**src/rtl/mem_arbiter_pkg.sv**
```systemverilog
// mem_arbiter_pkg
// Shared definitions for the data-memory arbiter slice. The CPU and the
// instruction ROM use the same data/address width defaults.
//
// Contents:
//   DEFAULT_DATA_W / DEFAULT_ADDR_W : bus width defaults (8 bits)
//   CNT_W                           : width of the secondary wait counter
//   arb_state_t                     : arbiter FSM state encoding
package mem_arbiter_pkg;

    localparam int DEFAULT_DATA_W = 8;
    localparam int DEFAULT_ADDR_W = 8;
    localparam int CNT_W          = 4;

    typedef enum logic [1:0] {
        IDLE  = 2'd0,
        WAIT  = 2'd1,
        FORCE = 2'd2,
        ACK   = 2'd3
    } arb_state_t;

endpackage

```
**src/rtl/arb_wait_ctr.sv**
```systemverilog
// arb_wait_ctr
// Counts the cycles a pending secondary request has waited behind CPU
// traffic. It flags when the count reaches MAX_WAIT so the arbiter can
// force a one-cycle CPU stall.
//
// Optional feature (macro MEM_ARB_STATS_EN): also keeps a saturating
// 8-bit count of forced stalls, with a synchronous clear.
//
// Ports:
//   clk, rst     : clock, synchronous active-high reset
//   cnt_clr      : clear the wait counter (takes priority over cnt_inc)
//   cnt_inc      : increment the wait counter
//   at_max       : wait counter equals MAX_WAIT
//   force_entry  : (stats only) the arbiter is entering FORCE this cycle
//   stats_clr    : (stats only) clear stall_count, priority over increment
//   stall_count  : (stats only) saturating count of FORCE entries
module arb_wait_ctr
    import mem_arbiter_pkg::*;
#(
    parameter int MAX_WAIT = 4
) (
    input  logic       clk,
    input  logic       rst,
    input  logic       cnt_clr,
    input  logic       cnt_inc,
    output logic       at_max
`ifdef MEM_ARB_STATS_EN
    ,
    input  logic       force_entry,
    input  logic       stats_clr,
    output logic [7:0] stall_count
`endif
);

    logic [CNT_W-1:0] cnt;

    // MAX_WAIT is at most 15, so the counter stops at the compare value
    // and never wraps.
    always_ff @(posedge clk) begin
        if (rst || cnt_clr) begin
            cnt <= '0;
        end else if (cnt_inc) begin
            cnt <= cnt + 1'b1;
        end
    end

    assign at_max = (cnt == CNT_W'(MAX_WAIT));

`ifdef MEM_ARB_STATS_EN
    // Holds at 255 rather than wrapping.
    always_ff @(posedge clk) begin
        if (rst || stats_clr) begin
            stall_count <= '0;
        end else if (force_entry && (stall_count != 8'hFF)) begin
            stall_count <= stall_count + 8'd1;
        end
    end
`endif

endmodule

```
**src/rtl/mem_arbiter.sv**
```systemverilog
// mem_arbiter
// Shares the single data-memory port between the CPU (zero-latency,
// combinational pass-through priority) and a secondary requester using a
// req/ack handshake. A pending secondary request that waits MAX_WAIT
// cycles behind CPU traffic gets a forced grant, with the CPU frozen for
// one cycle through cpu_stall.
//
// Optional feature (macro MEM_ARB_STATS_EN): adds stats_clr input and
// stall_count[7:0] output counting forced stalls.
//
// Ports:
//   clk, rst                      : clock, synchronous active-high reset
//   cpu_write, cpu_read           : CPU access strobes
//   cpu_address, cpu_dout         : CPU address and write data
//   cpu_din                       : read data to the CPU (0 when not issued)
//   cpu_stall                     : registered CPU clock-enable low
//   dev_req, dev_we               : secondary request and direction
//   dev_addr, dev_wdata           : secondary address and write data
//   dev_ack                       : registered one-cycle completion pulse
//   dev_rdata                     : captured secondary read data
//   mem_write, mem_read           : memory strobes
//   mem_address, mem_wdata        : memory address and write data
//   mem_rdata                     : asynchronous memory read data
module mem_arbiter
    import mem_arbiter_pkg::*;
#(
    parameter int DATA_W   = DEFAULT_DATA_W,
    parameter int ADDR_W   = DEFAULT_ADDR_W,
    parameter int MAX_WAIT = 4
) (
    input  logic              clk,
    input  logic              rst,
    input  logic              cpu_write,
    input  logic              cpu_read,
    input  logic [ADDR_W-1:0] cpu_address,
    input  logic [DATA_W-1:0] cpu_dout,
    output logic [DATA_W-1:0] cpu_din,
    output logic              cpu_stall,
    input  logic              dev_req,
    input  logic              dev_we,
    input  logic [ADDR_W-1:0] dev_addr,
    input  logic [DATA_W-1:0] dev_wdata,
    output logic              dev_ack,
    output logic [DATA_W-1:0] dev_rdata,
    output logic              mem_write,
    output logic              mem_read,
    output logic [ADDR_W-1:0] mem_address,
    output logic [DATA_W-1:0] mem_wdata,
    input  logic [DATA_W-1:0] mem_rdata
`ifdef MEM_ARB_STATS_EN
    ,
    input  logic              stats_clr,
    output logic [7:0]        stall_count
`endif
);

    arb_state_t state, state_next;
    logic       cpu_busy;
    logic       dev_issue;
    logic       cnt_clr, cnt_inc, at_max;
    logic       force_entry;

    assign cpu_busy = cpu_read | cpu_write;

    arb_wait_ctr #(.MAX_WAIT(MAX_WAIT)) u_wait_ctr (
        .clk         (clk),
        .rst         (rst),
        .cnt_clr     (cnt_clr),
        .cnt_inc     (cnt_inc),
        .at_max      (at_max)
`ifdef MEM_ARB_STATS_EN
        ,
        .force_entry (force_entry),
        .stats_clr   (stats_clr),
        .stall_count (stall_count)
`endif
    );

    always_ff @(posedge clk) begin
        if (rst) begin
            state     <= IDLE;
            dev_ack   <= 1'b0;
            cpu_stall <= 1'b0;
            dev_rdata <= '0;
        end else begin
            state     <= state_next;
            dev_ack   <= (state_next == ACK);
            cpu_stall <= force_entry;
            if (dev_issue && !dev_we) begin
                dev_rdata <= mem_rdata;
            end
        end
    end

    // The counter is zero in IDLE, so the increment on IDLE->WAIT loads 1.
    // In ACK dev_req is ignored; a held request restarts from IDLE.
    always_comb begin
        state_next  = state;
        dev_issue   = 1'b0;
        cnt_clr     = 1'b0;
        cnt_inc     = 1'b0;
        force_entry = 1'b0;
        case (state)
            IDLE: begin
                if (dev_req && !cpu_busy) begin
                    dev_issue  = 1'b1;
                    state_next = ACK;
                end else if (dev_req) begin
                    cnt_inc    = 1'b1;
                    state_next = WAIT;
                end
            end
            WAIT: begin
                if (!dev_req) begin
                    cnt_clr    = 1'b1;
                    state_next = IDLE;
                end else if (!cpu_busy) begin
                    dev_issue  = 1'b1;
                    cnt_clr    = 1'b1;
                    state_next = ACK;
                end else if (at_max) begin
                    cnt_clr     = 1'b1;
                    force_entry = 1'b1;
                    state_next  = FORCE;
                end else begin
                    cnt_inc = 1'b1;
                end
            end
            FORCE: begin
                dev_issue  = 1'b1;
                state_next = ACK;
            end
            ACK: begin
                state_next = IDLE;
            end
            default: begin
                state_next = IDLE;
            end
        endcase
    end

    // Reset gates both strobes so no access, including a pending forced
    // write, reaches memory during a reset cycle.
    always_comb begin
        mem_address = cpu_address;
        mem_wdata   = cpu_dout;
        mem_write   = cpu_write;
        mem_read    = cpu_read;
        cpu_din     = mem_rdata;
        if (dev_issue) begin
            mem_address = dev_addr;
            mem_wdata   = dev_wdata;
            mem_write   = dev_we;
            mem_read    = ~dev_we;
            cpu_din     = '0;
        end
        if (rst) begin
            mem_write = 1'b0;
            mem_read  = 1'b0;
            cpu_din   = '0;
        end
    end

endmodule
```
**config.mk**
```make
export PLATFORM = sky130hd
export DESIGN_NAME = mem_arbiter
export DESIGN_NICKNAME = d
export VERILOG_FILES = /design/src/rtl/mem_arbiter_pkg.sv /design/src/rtl/arb_wait_ctr.sv /design/src/rtl/mem_arbiter.sv
export SDC_FILE = /design/constraint.sdc
export NUM_CORES = 1
export LEC_CHECK = 0
export CORE_MARGIN = 2
export CORE_UTILIZATION = 37
export CTS_CLUSTER_SIZE = 14
export DETAILED_ROUTE_END_ITERATION = 7
export PLACE_DENSITY = 0.83
export SYNTH_ARGS = -nofsm -noshare
export SYNTH_HDL_FRONTEND = slang
export SYNTH_SLANG_ARGS = --single-unit
```
**constraint.sdc**
```tcl
create_clock -name clk -period 4.2 [get_ports clk]
set_input_delay 0.84 -clock clk [delete_from_list [all_inputs] [get_ports clk]]
set_output_delay 0.84 -clock clk [all_outputs]
set_load 0.02 [all_outputs]
```
==> flow_metrics.tcl, run 1 <==
set metrics [dict create \
    port_buffers 81 \
    setup_violations 0 \
    fin_nets 246 \
    ys_types 35 \
    numClockSinks 16 \
    slew_viol_final 0 \
    worstPathArrival_ns 2.95 \
    tritoncts "yes" \
    criticalPathCategory "in2out" \
    fin_skew_ns 0.001863 \
    overflow 0 \
    viasPerCell 5.252 \
    regArea_um2 320.3 \
    synth_area_leaders "dfxtp_1 28%, mux2_4 12%, nand2b_1 9.3%, mux2i_1 7.0%, mux2_2 6.9%" \
    cts_resized 0 \
    grtUsageTotal_pct 20.58 \
    postCtsHoldBufs 0 \
    clkLatencyLatePin_ns 0.29 \
    dp_hpwl_um 3058 \
    rows 20 \
    multi_input_area_um2 768.2 \
    clkTransAtPathRegs_ns 0.09 \
    fmax_mhz 263.7 \
    drt_wl_total_um 3742 \
    cts.path.max_buffers 2 \
    drtIter0Drc 35 \
    layout-drive-gt1-share_pct 13.20 \
    outcome "completed" \
    die_x_um 59.57 \
    post_cts.repair.setup_buffers 0 \
    synth_area_um2 1142 \
    yosysTopAreaCell "dfxtp_1" \
    avgSynthCellArea_um2 9.600 \
    fp.dieH_um 59.57 \
    worst_pin_slew_ns 0.6311 \
    synthCells 119 \
    synth_top_area_share_pct 28.04 \
    core-area_um2 3003 \
    ys_ff_latch 16 \
    worstPathRequired_ns 3.36 \
    min_path_type "reg2reg" \
    antenna_cells 0 \
    critPathLaunchType "input port" \
    drtAntennaViolNets 0 \
    fillCellCount 254 \
    hold_viol 0 \
    vias 1208 \
    cts-root-buf "clkbuf_4" \
    place.gp.congestion 0.7671 \
    grt_first_pass_wirelength_um 5423 \
    final_area_um2 1996 \
    synthFlopType "dfxtp_1" \
    syn_nets 167 \
    slew_headroom_pct 57.61 \
    cts_made_buffers 3 \
    dpl-instance-area_um2 1959 \
    cap_violations 0 \
    drc 0 \
    fin_crit_ns 3.792 \
    timing.final.crit_share_pct 90.30 \
    die_area_um2 3548 \
    worstSetupEndpointType "output pin" \
    synthArstFlopShare_pct 0 \
    critPathMaxFanout 17 \
    rsz0062_at_grt "no" \
    grt_max_degree 27 \
    yosysWarningCount 0 \
    ys_seq_area_share_pct 28.04 \
    powerDensity_nw_per_um2 228.8 \
    syn_to_final_growth_pct 74.70 \
    ir_drop_uv 166.8 \
    htree_levels 1 \
    wl_per_cell_um 16.27 \
    synth-edff-count 0 \
    grt_pass1_vias 1140 \
    antenna_found_initial 0 \
    io_pins 82 \
    p_leak_nw 0.7637 \
    fin_setup_tns_ns 0 \
    initial_core_util_pct 38.04 \
    drt_first_pass_iters 4 \
]
[critical path: stages]
cell,delay [ns]
clkdlybuf4s50_1,0.49
nor4b_4,0.20
nor2_4,0.47
mux2_2,0.41
clkdlybuf4s50_1,0.54
[cells by family (layout without fill, tap and decap cells)]
group | count (synthesis) | in the layout | synth area share (%)
and+or+nand+nor | 49 | 49 | 28.59
adders and majority gates | 2 | 2 | 2.190
AOI/OAI and AO/OA | 17 | 17 | 10.73
muxes | 24 | 24 | 25.74
buffers and inverters | 11 | 89 | 4.710
DFF | 16 | 16 | 28.04
[routing by layer]
layer	part of all wire, %	routed length [um]	global-route usage, %
met2	54	2018	36.58
met4	1.8	68	5.714
met5	0	0	0
met3	5.9	221	5.677
met1	38	1433	24.07
[power breakdown]
group          leakage (nW)  internal, W  total (W)  switching [W]
clock                0.0210    0.0000529   0.000105      0.0000518
combinational         0.613     0.000110   0.000190      0.0000795
sequential            0.130     0.000157   0.000162     0.00000491
total                 0.764     0.000320   0.000457       0.000136
[state kept, by name (all words and copies together), names as in the netlist]
name,flops
dev_rdata,8
u_wait_ctr.cnt,4
state,2
cpu_stall,1
dev_ack,1
[cell usage in the layout (no fill, tap or decap), drive strengths merged, types with 2 or more instances in the layout]
master and count:
clkdlybuf4s50 81, nand2b 17, dfxtp 16, mux2 16, and2 8, mux2i 8
nor4 4, nor2 4, clkbuf 4, inv 3, nand2 3, a21oi 3
a31oi 3, nand4 3, and2b 2, o21bai 2, o21ai 2, o31ai 2
a211oi 2, ha 2, nor4b 2
[metrics by stage]
step                      total power (W)  hold slack (ns)  utilization, %  cells  setup slack, ns
after detailed placement        0.0003547           0.4659           65.25    226           0.4063
after global placement          0.0003505           0.4612           65.25    226           0.5021
after global routing            0.0004801           0.5107           66.46    230           0.3300
after CTS                       0.0004591           0.4795           66.46    230           0.4087
final                           0.0004566           0.4763           66.46    230           0.4075
after floorplan                 0.0002561           0.4955               -    119            1.546
[cell usage after synthesis, types with 2 or more instances]
cell	number
o31ai_1	2
nand2_1	3
ha_1	2
and2b_1	2
nand2b_1	17
and2_1	8
dfxtp_1	16
mux2_2	7
mux2i_1	8
clkbuf_1	5
nor2_1	3
a211oi_1	2
nand4_1	3
o21ai_0	2
a21oi_1	3
inv_1	3
mux2_4	9
o21bai_1	2
nor4_1	4
a31oi_1	3
[cell type report]
type / count / share of cell area (%)
clock buffer: 4 / 1.818
sequential: 16 / 16.05
multi-input combinational: 92 / 38.50
tap: 33 / 2.069
timing repair buffer: 82 / 41.00
inverter: 3 / 0.5643
[worst paths after layout]
| check | from | slack (ns) | end | cells past startpoint |
|---|---|---|---|---|
| min reg2reg | dev_rdata[4] | 0.48 | dev_rdata[4] | 2 |
| min | dev_rdata[4] | 0.48 | dev_rdata[4] | 2 |
| max | dev_req | 0.41 | mem_wdata[4] | 5 |
| max reg2reg | state[1] | 2.68 | dev_rdata[6] | 3 |
Note: power is estimated with default switching activity, not from simulation.
==> run 2, diff against run 1 <==
==> constraint.sdc (replaced) <==
create_clock -name clk -period 4.2 [get_ports clk]
set_input_delay 0.84 -clock clk [delete_from_list [all_inputs] [get_ports clk]]
set_output_delay 0.84 -clock clk [all_outputs]
set_load 0.01 [all_outputs]
==> results of run 2 <==
Same layout as run 1 (identical final DEF). Status: completed.
Among the figures that moved: setup slack after placement 0.4063 ns -> 0.4659 ns; setup slack after layout 0.4075 ns -> 0.4672 ns; total power 0.0004566 W -> 0.0004386 W; worst IR drop on VDD 166.8 uV -> 166.7 uV
